<file path="config.mk">
export PLATFORM = sky130hd
export DESIGN_NAME = membus_arbiter
export DESIGN_NICKNAME = d
export VERILOG_FILES = /design/src/rtl/membus_arbiter_pkg.sv /design/src/rtl/membus_arbiter.sv
export SDC_FILE = /design/constraint.sdc
export NUM_CORES = 1
export LEC_CHECK = 0
export CORE_AREA = 2 2 117 119
export CTS_CLUSTER_SIZE = 28
export DETAILED_ROUTE_END_ITERATION = 8
export DIE_AREA = 0 0 119 121
export PLACE_DENSITY = 0.75
export SLEW_MARGIN = 0
export SYNTH_ARGS = -nofsm -noshare
export SYNTH_HDL_FRONTEND = slang
export SYNTH_SLANG_ARGS = --single-unit
</file>
<file path="constraint.sdc">
create_clock -name clk -period 1.9 [get_ports clk]
set_input_delay 0.475 -clock clk [delete_from_list [all_inputs] [get_ports clk]]
set_output_delay 0.475 -clock clk [all_outputs]
set_load 0.01 [all_outputs]
</file>
<file path="src/rtl/membus_arbiter_pkg.sv">
// Shared encodings and defaults for the data-memory bus arbiter.
// State type S_CPU/S_STEAL, default starve limit, default debug address ceiling.
package membus_arbiter_pkg;

   typedef enum logic {
      S_CPU   = 1'b0,
      S_STEAL = 1'b1
   } arb_state_e;

   localparam int          STARVE_LIMIT_DEF = 4;
   localparam logic [31:0] DBG_ADDR_MAX_DEF = 32'h0000_07FC;

endpackage

</file>
<file path="src/rtl/membus_arbiter.sv">
// Data-memory bus arbiter: CPU owns the bus, debug port uses idle slots
// and forces a one-cycle CPU stall after STARVE_LIMIT blocked cycles.
// Ports: clk, reset (sync, active-high); cpu_* primary port with cpu_stall;
// dbg_* secondary request/grant/read-return port; mem_* to data memory.
module membus_arbiter
   import membus_arbiter_pkg::*;
#(
   parameter int                ADDR_W       = 32,
   parameter int                DATA_W       = 32,
   parameter int                STARVE_LIMIT = STARVE_LIMIT_DEF,
   parameter logic [ADDR_W-1:0] DBG_ADDR_MAX = ADDR_W'(DBG_ADDR_MAX_DEF)
) (
   input  logic              clk,
   input  logic              reset,
   input  logic              cpu_read,
   input  logic              cpu_write,
   input  logic [ADDR_W-1:0] cpu_addr,
   input  logic [DATA_W-1:0] cpu_wdata,
   output logic [DATA_W-1:0] cpu_rdata,
   output logic              cpu_stall,
   input  logic              dbg_req,
   input  logic              dbg_we,
   input  logic [ADDR_W-1:0] dbg_addr,
   input  logic [DATA_W-1:0] dbg_wdata,
   output logic              dbg_gnt,
   output logic              dbg_rvalid,
   output logic [DATA_W-1:0] dbg_rdata,
   output logic              dbg_err,
   output logic              mem_read,
   output logic              mem_write,
   output logic [ADDR_W-1:0] mem_addr,
   output logic [DATA_W-1:0] mem_wdata,
   input  logic [DATA_W-1:0] mem_rdata
);

   localparam int CNT_W = $clog2(STARVE_LIMIT + 1);

   arb_state_e       state, state_nxt;
   logic [CNT_W-1:0] cnt, cnt_nxt, cnt_inc;
   logic             cpu_busy;
   logic             addr_bad;
   logic             grant;
   logic             rd_take;

   assign cpu_busy  = cpu_read | cpu_write;
   assign addr_bad  = dbg_addr > DBG_ADDR_MAX;
   assign cnt_inc   = cnt + 1'b1;
   assign cpu_rdata = mem_rdata;

   always_comb begin
      state_nxt = state;
      cnt_nxt   = cnt;
      grant     = 1'b0;
      cpu_stall = 1'b0;
      mem_read  = cpu_read;
      mem_write = cpu_write;
      mem_addr  = cpu_addr;
      mem_wdata = cpu_wdata;
      // Reset holds the bus with the CPU and suppresses all pulses.
      if (!reset) begin
         unique case (state)
            S_CPU: begin
               if (dbg_req && !cpu_busy) begin
                  grant   = 1'b1;
                  cnt_nxt = '0;
               end else if (dbg_req) begin
                  cnt_nxt = cnt_inc;
                  if (cnt_inc == CNT_W'(STARVE_LIMIT)) begin
                     state_nxt = S_STEAL;
                     cnt_nxt   = '0;
                  end
               end else begin
                  cnt_nxt = '0;
               end
            end
            S_STEAL: begin
               // CPU is frozen; a dropped request just burns the slot.
               cpu_stall = 1'b1;
               mem_read  = 1'b0;
               mem_write = 1'b0;
               grant     = dbg_req;
               cnt_nxt   = '0;
               state_nxt = S_CPU;
            end
            default: state_nxt = S_CPU;
         endcase
      end
      if (grant) begin
         mem_addr  = dbg_addr;
         mem_wdata = dbg_wdata;
         mem_read  = !addr_bad && !dbg_we;
         mem_write = !addr_bad && dbg_we;
      end
   end

   assign dbg_gnt = grant;
   assign dbg_err = grant & addr_bad;
   assign rd_take = grant & !addr_bad & !dbg_we;

   always_ff @(posedge clk) begin
      if (reset) begin
         state      <= S_CPU;
         cnt        <= '0;
         dbg_rvalid <= 1'b0;
         dbg_rdata  <= '0;
      end else begin
         state      <= state_nxt;
         cnt        <= cnt_nxt;
         dbg_rvalid <= rd_take;
         if (rd_take) dbg_rdata <= mem_rdata;
      end
   end

endmodule
</file>
Word level (Yosys, flattened, before mapping) --
Cells that the tools add are included.
Cells by class: reduce and logical (&&, ||, !) cells 6, bitwise gates (word level) 5, equal/unequal tests 1, magnitude comparators 1, $add $sub $neg 1, multiplexer cells 21
Operators with widths (number):
- two-way mux 32 bit | 2
- > comparator 32 x 11 -> 1 bit, second input constant | 1
- two-way mux 1 bit | 13
- two-way mux 3 bit | 3
- case mux 3 bit (2 select lines) | 1
- case mux 1 bit (2 select lines) | 2
- adder 3 x 1 -> 3 bit, second input constant | 1
- bitwise AND 1 bit | 3
- equality test 3 bit, second input constant | 1
- logical AND 1 bit | 3
- zero test 1 bit | 3
- inverter 1 bit | 1
- bitwise OR 1 bit | 1
Word-level totals: output and inout bits 134, bits in registers 37, logic and storage cells 39, bits of input ports 166

Depth between registers and ports, before layout --
Gate-level depths: netlist of run 1.
depth after elaboration 8, depth in mapped cells 7, depth with buffers taken out 5

Worst setup path after synthesis of run 1 --
OpenSTA, ideal clock, no wires.
kind in2out, from in dbg_addr[20], to out mem_read, setup slack -0.134 ns, path buffers 2, arrival 1.559 ns, required time 1.425 ns, stages 6, path through nor4_2 -> nand4_1 -> nor4b_2 -> buf_6 -> buf_12 -> a21o_1
On the way: longest elaborated chain between the ends 4
RTL lines:
- start: declaration | RTL line membus_arbiter.sv:23 | input logic [ADDR_W-1:0] dbg_addr,
- > comparator 32 x 11 -> 1 bit | RTL line membus_arbiter.sv:46 | assign addr_bad = dbg_addr > DBG_ADDR_MAX;
- zero test 1 bit | RTL line membus_arbiter.sv:91 | mem_read = !addr_bad && !dbg_we;
- logical AND 1 bit | RTL line membus_arbiter.sv:91
- two-way mux 1 bit | RTL line membus_arbiter.sv:88 | if (grant) begin
- end: declaration | RTL line membus_arbiter.sv:29 | output logic mem_read,
Every way passes these cells.

Worst setup path after layout of run 1 --
from in dbg_addr[31], to out mem_read
Same word-level chain as after synthesis.

==> metrics.cfg, run 1 <==
[outcome]
status = complete, but fails checks
violations = negative setup slack

[worst_hold_path]
hp-class = reg -> reg
hold_start = dbg_rdata[31]$_SDFFE_PP0P_
whs_endpoint = dbg_rdata[31]$_SDFFE_PP0P_
hold_depth = 2

[die]
core_um2 = 13100
die_h_um = 121
ios = 300
start_util = 0.216
dieArea_um2 = 14400
die_x_um = 119
rows = 42

[synthesis]
yosysUniqueCellTypes = 27
syn-cell-area_um2 = 2820
yosys_warnings = 0
synth_top_family_by_area = simple AND/OR/NAND/NOR gates
ys_ff_latch = 37
syn_nets = 584
synthXorXnorAreaFrac = 0.00310
muxShareOfSynthArea = 0.113
synth-simple-area-share = 0.456
synth_compound_area_frac = 0.0124
syn_area_per_cell_um2 = 6.79
yosysTopAreaCell = dfxtp_1
yosysSeqAreaShare = 0.262
synthDominantCellAreaShare = 0.262
ys_top_cells_by_area = dfxtp_1 26%, nand2_1 26%, nand2b_1 15%, mux2i_1 11%, buf_4 8.5%
syn_inst = 416
synthAdderAreaFrac = 0.00886

[detailed_routing]
antenna_left = 0
wl_per_cell_um = 15.0
routed_wl_mm = 14.0
first_pass_iters = 4
drt_iter0_drc = 137
drc_errors = 0
viasPerCell = 4.20
vias = 3935

[grt]
top_usage_layer = met2
grt_antenna_before_repair = 0
grt_first_pass_wirelength_mm = 20.3
grtUsageTotal = 0.177
met3_usage = 0.0503
grt_max_degree = 65
met1_usage = 0.199
grt-ovfl-total = 0
first_global_vias = 4025
grt_use_met2 = 0.316

[power]
vdd_drop_max_v = 0.000311
power_leakage_uw = 0.00346
power_uw = 2810
power_density_nw_per_um2 = 383

[timing]
finalSetupViolCount = 100
setup_slack_ps = -375
hold_viol_final = 0
fin_skew_ps = 7.53
rsz0062_at_grt = yes
fmax_ghz = 0.440
period_needed_ps = 2270
slew_viol_final = 0
slew_headroom = 0.707
period_share = 1.20
worst_pin_slew_ps = 440

[run]
maxCapViolations = 0

[setup_path]
critPathKind = in -> out
reg2reg_to = dbg_rdata[27]$_SDFFE_PP0P_
reg2regPathDepth = 9
reg2reg_slack_ps = -60
crit_fanout = 2
arrival_ps = 1800
critPathRequiredTime_ps = 1420
start_kind = input pin
end_kind = primary output
r2r_start = state$_SDFF_PP0_

[final_layout]
drive_gt1_frac = 0.422
antenna_cells = 0
stdcell_count = 937
fin_util = 0.560
multiInputGateArea_um2 = 2220
ff_latch_area_um2 = 742
syn2layout_area_growth_pct = 160
n_fill_cell = 1178
fin_nets = 928

[placement]
dpl.cell_count = 897
port_buffers = 299
dpl.hpwl_mm = 9.59
gp_congestion = 0.894

[cts]
path_clk_slew_ps = 60
cts_hold_buffers = 0
worstSkewPairLatency_ps = 280
numClockSinks = 37
cts_inserted_buffers = 5
cts_tree = done
clock-root-buffer = clkbuf_16
htree_levels = 2
clockBufferDepth = 2

[through the flow]
stage / hold slack (ps) / worst slack (ps) / cell area [um^2] / TNS, ps
floorplan: 433 / -134 / 2820 / -134
global placement: 459 / -1320 / 6160 / -97160
detailed placement: 460 / -1320 / 6160 / -97090
CTS: 469 / -363 / 6770 / -18770
global route: 489 / -422 / 7330 / -22640
finish: 470 / -375 / 7330 / -16690
[cell usage in the layout, fill, tap and decap left out, types with 2 or more instances in the layout]
master | Yosys | routed
buf_8 | 0 | 10
buf_6 | 1 | 51
nor2_1 | 3 | 2
buf_16 | 0 | 7
clkdlybuf4s15_1 | 0 | 4
nand4_1 | 2 | 2
nand2_1 | 195 | 90
nor3_4 | 0 | 3
clkbuf_2 | 0 | 7
nor4_4 | 0 | 3
buf_12 | 3 | 13
dlygate4sd2_1 | 0 | 37
clkdlybuf4s15_2 | 0 | 3
nand2b_1 | 67 | 66
nor3b_1 | 2 | 2
buf_2 | 6 | 41
clkbuf_16 | 0 | 9
dfxtp_1 | 37 | 36
nand2_2 | 0 | 72
ha_1 | 2 | 2
buf_4 | 32 | 54
mux2i_1 | 32 | 31
clkdlybuf4s50_1 | 0 | 162
nand2_4 | 0 | 33
[synthesized netlist by cell type, drive strengths merged]
cell	count
nand4	2
a32o	1
dfxtp	37
nand2	195
mux2i	32
nor2b	1
nor4b	1
nand3	1
nor4	4
and4	1
ha	2
a21o	1
o21ba	1
o211ai	1
nor3b	2
nand2b	67
nor3	4
buf	47
clkbuf	10
inv	2
xor2	1
nor2	3
[critical path, stage by stage]
cell and delay (ps):
buf_8 100, nor4_4 300, nand4_1 170, buf_4 180, nor4b_4 320, a21o_1 120
buf_2 120
[report_power, final]
| group | internal, uW | switching (uW) |
|---|---|---|
| registers | 778 | 1.32 |
| clock network | 654 | 309 |
| logic | 652 | 414 |
| total | 2080 | 724 |
[cells by family (layout without fill, tap and decap cells)]
| kind of cell | Yosys count | after routing |
|---|---|---|
| AO/OA/AOI/OAI | 4 | 4 |
| flip-flops | 37 | 37 |
| AND/OR/NAND/NOR | 281 | 281 |
| XOR/XNOR | 1 | 1 |
| buffers and inverters | 59 | 404 |
| multiplexers | 32 | 32 |
| adder cells (fa/ha/maj) | 2 | 2 |
[area by class of cell]
type	count	area share
timing repair buffer	394	0.539
sequential	37	0.101
clock inverter	2	0.00512
clock buffer	6	0.0189
multi-input combinational	320	0.303
tap	176	0.0300
inverter	2	0.00205
[worst max path at each step]
stage                      endpoint             start  cells after the start  slack [ps]
after floorplan            mem_read      dbg_addr[20]                      6        -130
after global placement    mem_write       dbg_addr[4]                      6       -1320
after detailed placement  mem_write       dbg_addr[4]                      6       -1320
after CTS                 mem_write  state$_SDFF_PP0_                      8        -360
after global routing       mem_read      dbg_addr[31]                      7        -420
final                      mem_read      dbg_addr[31]                      7        -370
[sequential cells by signal (all words and copies together) (netlist names)]
signal and flops:
dbg_rvalid 1, state 1, dbg_rdata 32, cnt 3
[timing repair]
action | 4_1_cts | 5_1_grt
buffers inserted | 22 | 4
gates cloned | 8 | 5
pin swaps | 34 | 86
resized for setup | 522 | 167
endpoints found under the setup margin | 134 | 101
[metal layers]
layer | up-vias | part of all wire
met5 | - | 0
met4 | 0 | 0.027
met3 | 30 | 0.079
met2 | 201 | 0.51
met1 | 1745 | 0.38
li1 | 1959 | -
(Power assumes the default switching activity.)
==> run 2, diff against run 1 <==
Settings changed: CORE_AREA 2 2 117 119 to 2 2 115 117, CTS_BUF_LIST set to sky130_fd_sc_hd__clkbuf_8, DIE_AREA 0 0 119 121 to 0 0 117 119, PLACE_DENSITY 0.75 to 0.77.
==> run 2 against run 1 <==
The run still ends with negative setup slack left; clock power is 41% lower; power is 12% lower; final cell count is 0.11% higher; routed wire length is 6.7% higher; hold slack better by 1.5 ps; highest routed layer unchanged.
==> metrics.cfg, run 2 (synthesis results as in run 1) <==
[final_layout]
antenna_cells = 0
stdcell_count = 938
mostFrequentLayoutCells = 162 x clkdlybuf4s50_1, 96 x nand2_2, 70 x buf_6, 65 x nand2b_1, 54 x nand2_4
n_fill_cell = 1098
reg_top3 = dbg_rdata: 32 flops, cnt: 3 flops
syn2layout_area_growth_pct = 165
fin_nets = 930
largest_reg_flops = 32
regMostFlops = dbg_rdata
layout_commonest_cell = clkdlybuf4s50_1
drive_gt1_frac = 0.483
ff_latch_area_um2 = 742
multiInputGateArea_um2 = 2430

[die]
core_um2 = 12900
dieArea_um2 = 13900
die_x_um = 117
ios = 300
start_util = 0.219
rows = 42
die_h_um = 119

[cts]
path_clk_slew_ps = 70
worstSkewPairLatency_ps = 280
cts_tree = done
htree_levels = 2
numClockSinks = 37
cts_inserted_buffers = 5
clock-root-buffer = clkbuf_8
clockBufferDepth = 2

[setup_path]
crit_fanout = 2
path_buf_inv = 3
reg2regPathDepth = 8
critPathRequiredTime_ps = 1420
start_kind = input pin
end_kind = primary output
cp.depth = 7
crit_slowest_cell = nor4b_4
crit_chain = buf_8 -> nor4_4 -> nand4_1 -> buf_4 -> nor4b_4 -> a21o_1 -> buf_6
slowest_delay_ps = 320
cp_top_family = simple AND/OR/NAND/NOR gates
arrival_ps = 1830
critPathKind = in -> out

[timing]
slew_headroom = 0.700
hold_viol_final = 0
period_needed_ps = 2300
fmax_ghz = 0.434
worst_pin_slew_ps = 450
rsz0062_at_grt = yes
fin_skew_ps = 2.33
period_share = 1.21
fin_setup_tns_ps = -15230
slew_viol_final = 0
setup_slack_ps = -404
finalSetupViolCount = 100

[placement]
dp_slack_ps = -1270
dpl.hpwl_mm = 9.55
dpl.cell_count = 885
gp_congestion = 0.849
port_buffers = 299

[power]
vdd_drop_max_v = 0.000199
power_density_nw_per_um2 = 331
power_leakage_uw = 0.00351

[outcome]
status = complete, but fails checks
violations = negative setup slack

[grt]
grtUsageTotal = 0.188
grt_first_pass_wirelength_mm = 20.5
grt_antenna_before_repair = 0
grt-ovfl-total = 0
first_global_vias = 3937
grt_max_degree = 65

[detailed_routing]
vias = 4021
routed_wl_mm = 14.9
wl_per_cell_um = 15.9
drt_iter0_drc = 159
first_pass_iters = 4
drc_errors = 0
antenna_left = 0
viasPerCell = 4.29

[worst_hold_path]
hold_depth = 1
hp-class = reg -> reg

[run]
maxCapViolations = 0

run 2: repair_timing:
item                                    in CTS  in global routing
hold buffers                                 0                  0
pin swaps                                  129                 79
endpoints found under the setup margin     134                102
gates cloned                                13                  1
resized for setup                          639                142
buffers inserted                            35                  7
run 2: path summary, 6_finish.rpt:
kind / from / end / slack, ps
max: dbg_addr[25] / mem_read / -400
max reg2reg: state$_SDFF_PP0_ / dbg_rdata[1]$_SDFFE_PP0P_ / 80
min: cnt[0]$_SDFF_PP0_ / cnt[0]$_SDFF_PP0_ / 470
min reg2reg: cnt[0]$_SDFF_PP0_ / cnt[0]$_SDFF_PP0_ / 470
run 2: cell type report:
cell class	instances	area share
Inverter	2	0.00201
Multi-Input combinational cell	320	0.325
Tap cell	176	0.0294
Clock buffer	6	0.0110
Clock inverter	1	0.00100
Timing Repair Buffer	396	0.532
Sequential cell	37	0.0991
run 2: routing by layer:
metal  up-vias  part of all wire  track usage  wire length [um]
li1       1964                 -            -                 -
met1      1844              0.39        0.224              5810
met2       185              0.52        0.329              7780
met3        28             0.064       0.0387               957
met4         0             0.027       0.0669               399
met5         -                 0            0                 0
run 2: metrics by stage:
| stage | util | cell area (um^2) | hold WS, ps | power (uW) |
|---|---|---|---|---|
| after floorplan | - | 2820 | 433 | 1080 |
| after CTS | 0.544 | 7010 | 474 | 2390 |
| final | 0.581 | 7480 | 471 | 2480 |
| after global placement | 0.472 | 6080 | 453 | 1750 |
| after detailed placement | 0.472 | 6080 | 463 | 1760 |
| after global routing | 0.581 | 7480 | 494 | 2600 |
run 2: where the power goes:
part           leakage, uW  total, uW  switching, uW  internal (uW)
clock network    0.0000433        565            278            287
registers         0.000299        778           1.31            776
logic              0.00317       1140            456            682
==> run 3, diff against run 2 <==
Settings changed: ABC_CLOCK_PERIOD_IN_PS set to 1900, CORE_AREA 2 2 115 117 to 3 3 116 118, DIE_AREA 0 0 117 119 to 0 0 119 121.
==> run 3 against run 2 <==
The flow still finishes with violations (negative setup slack); power down 0.57%; largest power group unchanged; clock skew grew 4.8 ps; final cell count fell by 1.2%; largest cell class unchanged; count of clock-buffer cells in the layout did not move.
==> metrics.cfg, run 3 (synthesis results as in run 1) <==
[final_layout]
design_area_um2 = 7240
mostFrequentLayoutCells = 162 x clkdlybuf4s50_1, 88 x nand2_2, 69 x buf_6, 68 x nand2_1, 66 x nand2b_1
stdcell_count = 927
regMostFlops = dbg_rdata
fin_nets = 921
reg_top3 = dbg_rdata: 32 flops, cnt: 3 flops
fin_util = 0.576
layout_commonest_cell = clkdlybuf4s50_1
drive_gt1_frac = 0.428
largest_reg_flops = 32
syn2layout_area_growth_pct = 156

[power]
power_density_nw_per_um2 = 341
switching_share = 0.288
clkPwrFrac = 0.233
vdd_drop_max_v = 0.000267
power_leakage_uw = 0.00325
power_frac_seq = 0.315
p_int_uw = 1760
power.switching_uw = 710
power_frac_comb = 0.452

[grt]
top_usage_layer = met2
grt_use_met2 = 0.319
grt-ovfl-total = 0
grt_antenna_before_repair = 1
met3_usage = 0.0517
first_global_vias = 3910
grtUsageTotal = 0.177
met1_usage = 0.204
grt_max_degree = 65
grt_first_pass_wirelength_mm = 20.6

[timing]
slew_viol_final = 0
fin_skew_ps = 7.16
finalSetupViolCount = 101
period_needed_ps = 2250
worst_pin_slew_ps = 569
rsz0062_at_grt = yes
fmax_ghz = 0.445
period_share = 1.18
setup_slack_ps = -347
slew_headroom = 0.621
hold_viol_final = 0

[setup_path]
critPathRequiredTime_ps = 1420
start_kind = input pin
crit_slowest_cell = nor4_4
crit_top_cell = buf_4
cp_top_family = simple AND/OR/NAND/NOR gates
arrival_ps = 1770
crit_chain = buf_8 -> nor4_4 -> nand4_1 -> buf_4 -> nor4b_4 -> buf_4 -> a21o_1 -> buf_6
critPathKind = in -> out
crit_fanout = 2
path_buf_inv = 4
slowest_delay_ps = 280
end_kind = primary output

[cts]
cts_tree = done
htree_levels = 2
path_clk_slew_ps = 70
numClockSinks = 37
cts_hold_buffers = 0
worstSkewPairLatency_ps = 280
cts_inserted_buffers = 5
clockBufferDepth = 2
clock-root-buffer = clkbuf_8

[detailed_routing]
routed_wl_mm = 14.2
antenna_left = 0
vias = 3945
viasPerCell = 4.26
first_pass_iters = 4
drt_iter0_drc = 195
wl_per_cell_um = 15.3
drc_errors = 0

[placement]
dpl.cell_count = 884
dpl.hpwl_mm = 10.2
port_buffers = 299
dpl-instance-area_um2 = 6090
gp_congestion = 0.846

[die]
dieArea_um2 = 14400
ios = 300
die_h_um = 121
core_um2 = 12600
die_x_um = 119
start_util = 0.225
rows = 41

[run]
maxCapViolations = 0

[outcome]
status = complete, but fails checks
violations = negative setup slack

[worst_hold_path]
hp-class = reg -> reg

## run 3: power by group through the flow
stage,registers (uW),logic [uW],clock network [uW]
2_1_floorplan,796,284,0
5_1_grt,778,1180,644
3_5_place_dp,796,966,0
3_3_place_gp,796,964,0
4_1_cts,778,1000,611
6_report,778,1110,574
## run 3: stage by stage
step	setup TNS [ps]	hold WS, ps	total power, uW	setup WS, ps
after floorplan	-134	433	1080	-134
after global placement	-95700	450	1760	-1200
after detailed placement	-96460	461	1760	-1190
after CTS	-24760	476	2390	-398
after global routing	-30000	491	2600	-473
final	-20450	470	2470	-347
## run 3: area by class of cell
class	instances	area, um^2
diodes	1	2.50
clock inverters	2	13.8
flip-flops and latches	37	742
fillers	1110	5330
repair buffers	387	3900
multi-input cells	320	2260
well taps	172	215
inverters	2	12.5
clock buffers	6	82.6
## run 3: timing repair
item,CTS,global route
resized for setup,560,132
setup buffers,27,3
gates cloned,9,1
pin swaps,55,81
setup endpoints to repair,134,101
## run 3: tightest hold or removal path, cell delays in order, from the launching register on
cell      delay, ps
dfxtp_1         310
nand2b_1         60
mux2i_1          50
## run 3: path summary, 6_finish.rpt
path | startpoint | end | slack (ps) | cells after the start
max | dbg_addr[24] | mem_read | -350 | 8
min | dbg_rdata[12]$_SDFFE_PP0P_ | dbg_rdata[12]$_SDFFE_PP0P_ | 470 | 2
max reg2reg | state$_SDFF_PP0_ | dbg_rdata[14]$_SDFFE_PP0P_ | -80 | 7
min reg2reg | dbg_rdata[12]$_SDFFE_PP0P_ | dbg_rdata[12]$_SDFFE_PP0P_ | 470 | 2
## run 3: layer usage
layer / part of all wire / wire length (um)
met1: 0.39 / 5460
met2: 0.52 / 7320
met3: 0.080 / 1130
met4: 0.018 / 254
met5: 0 / 0
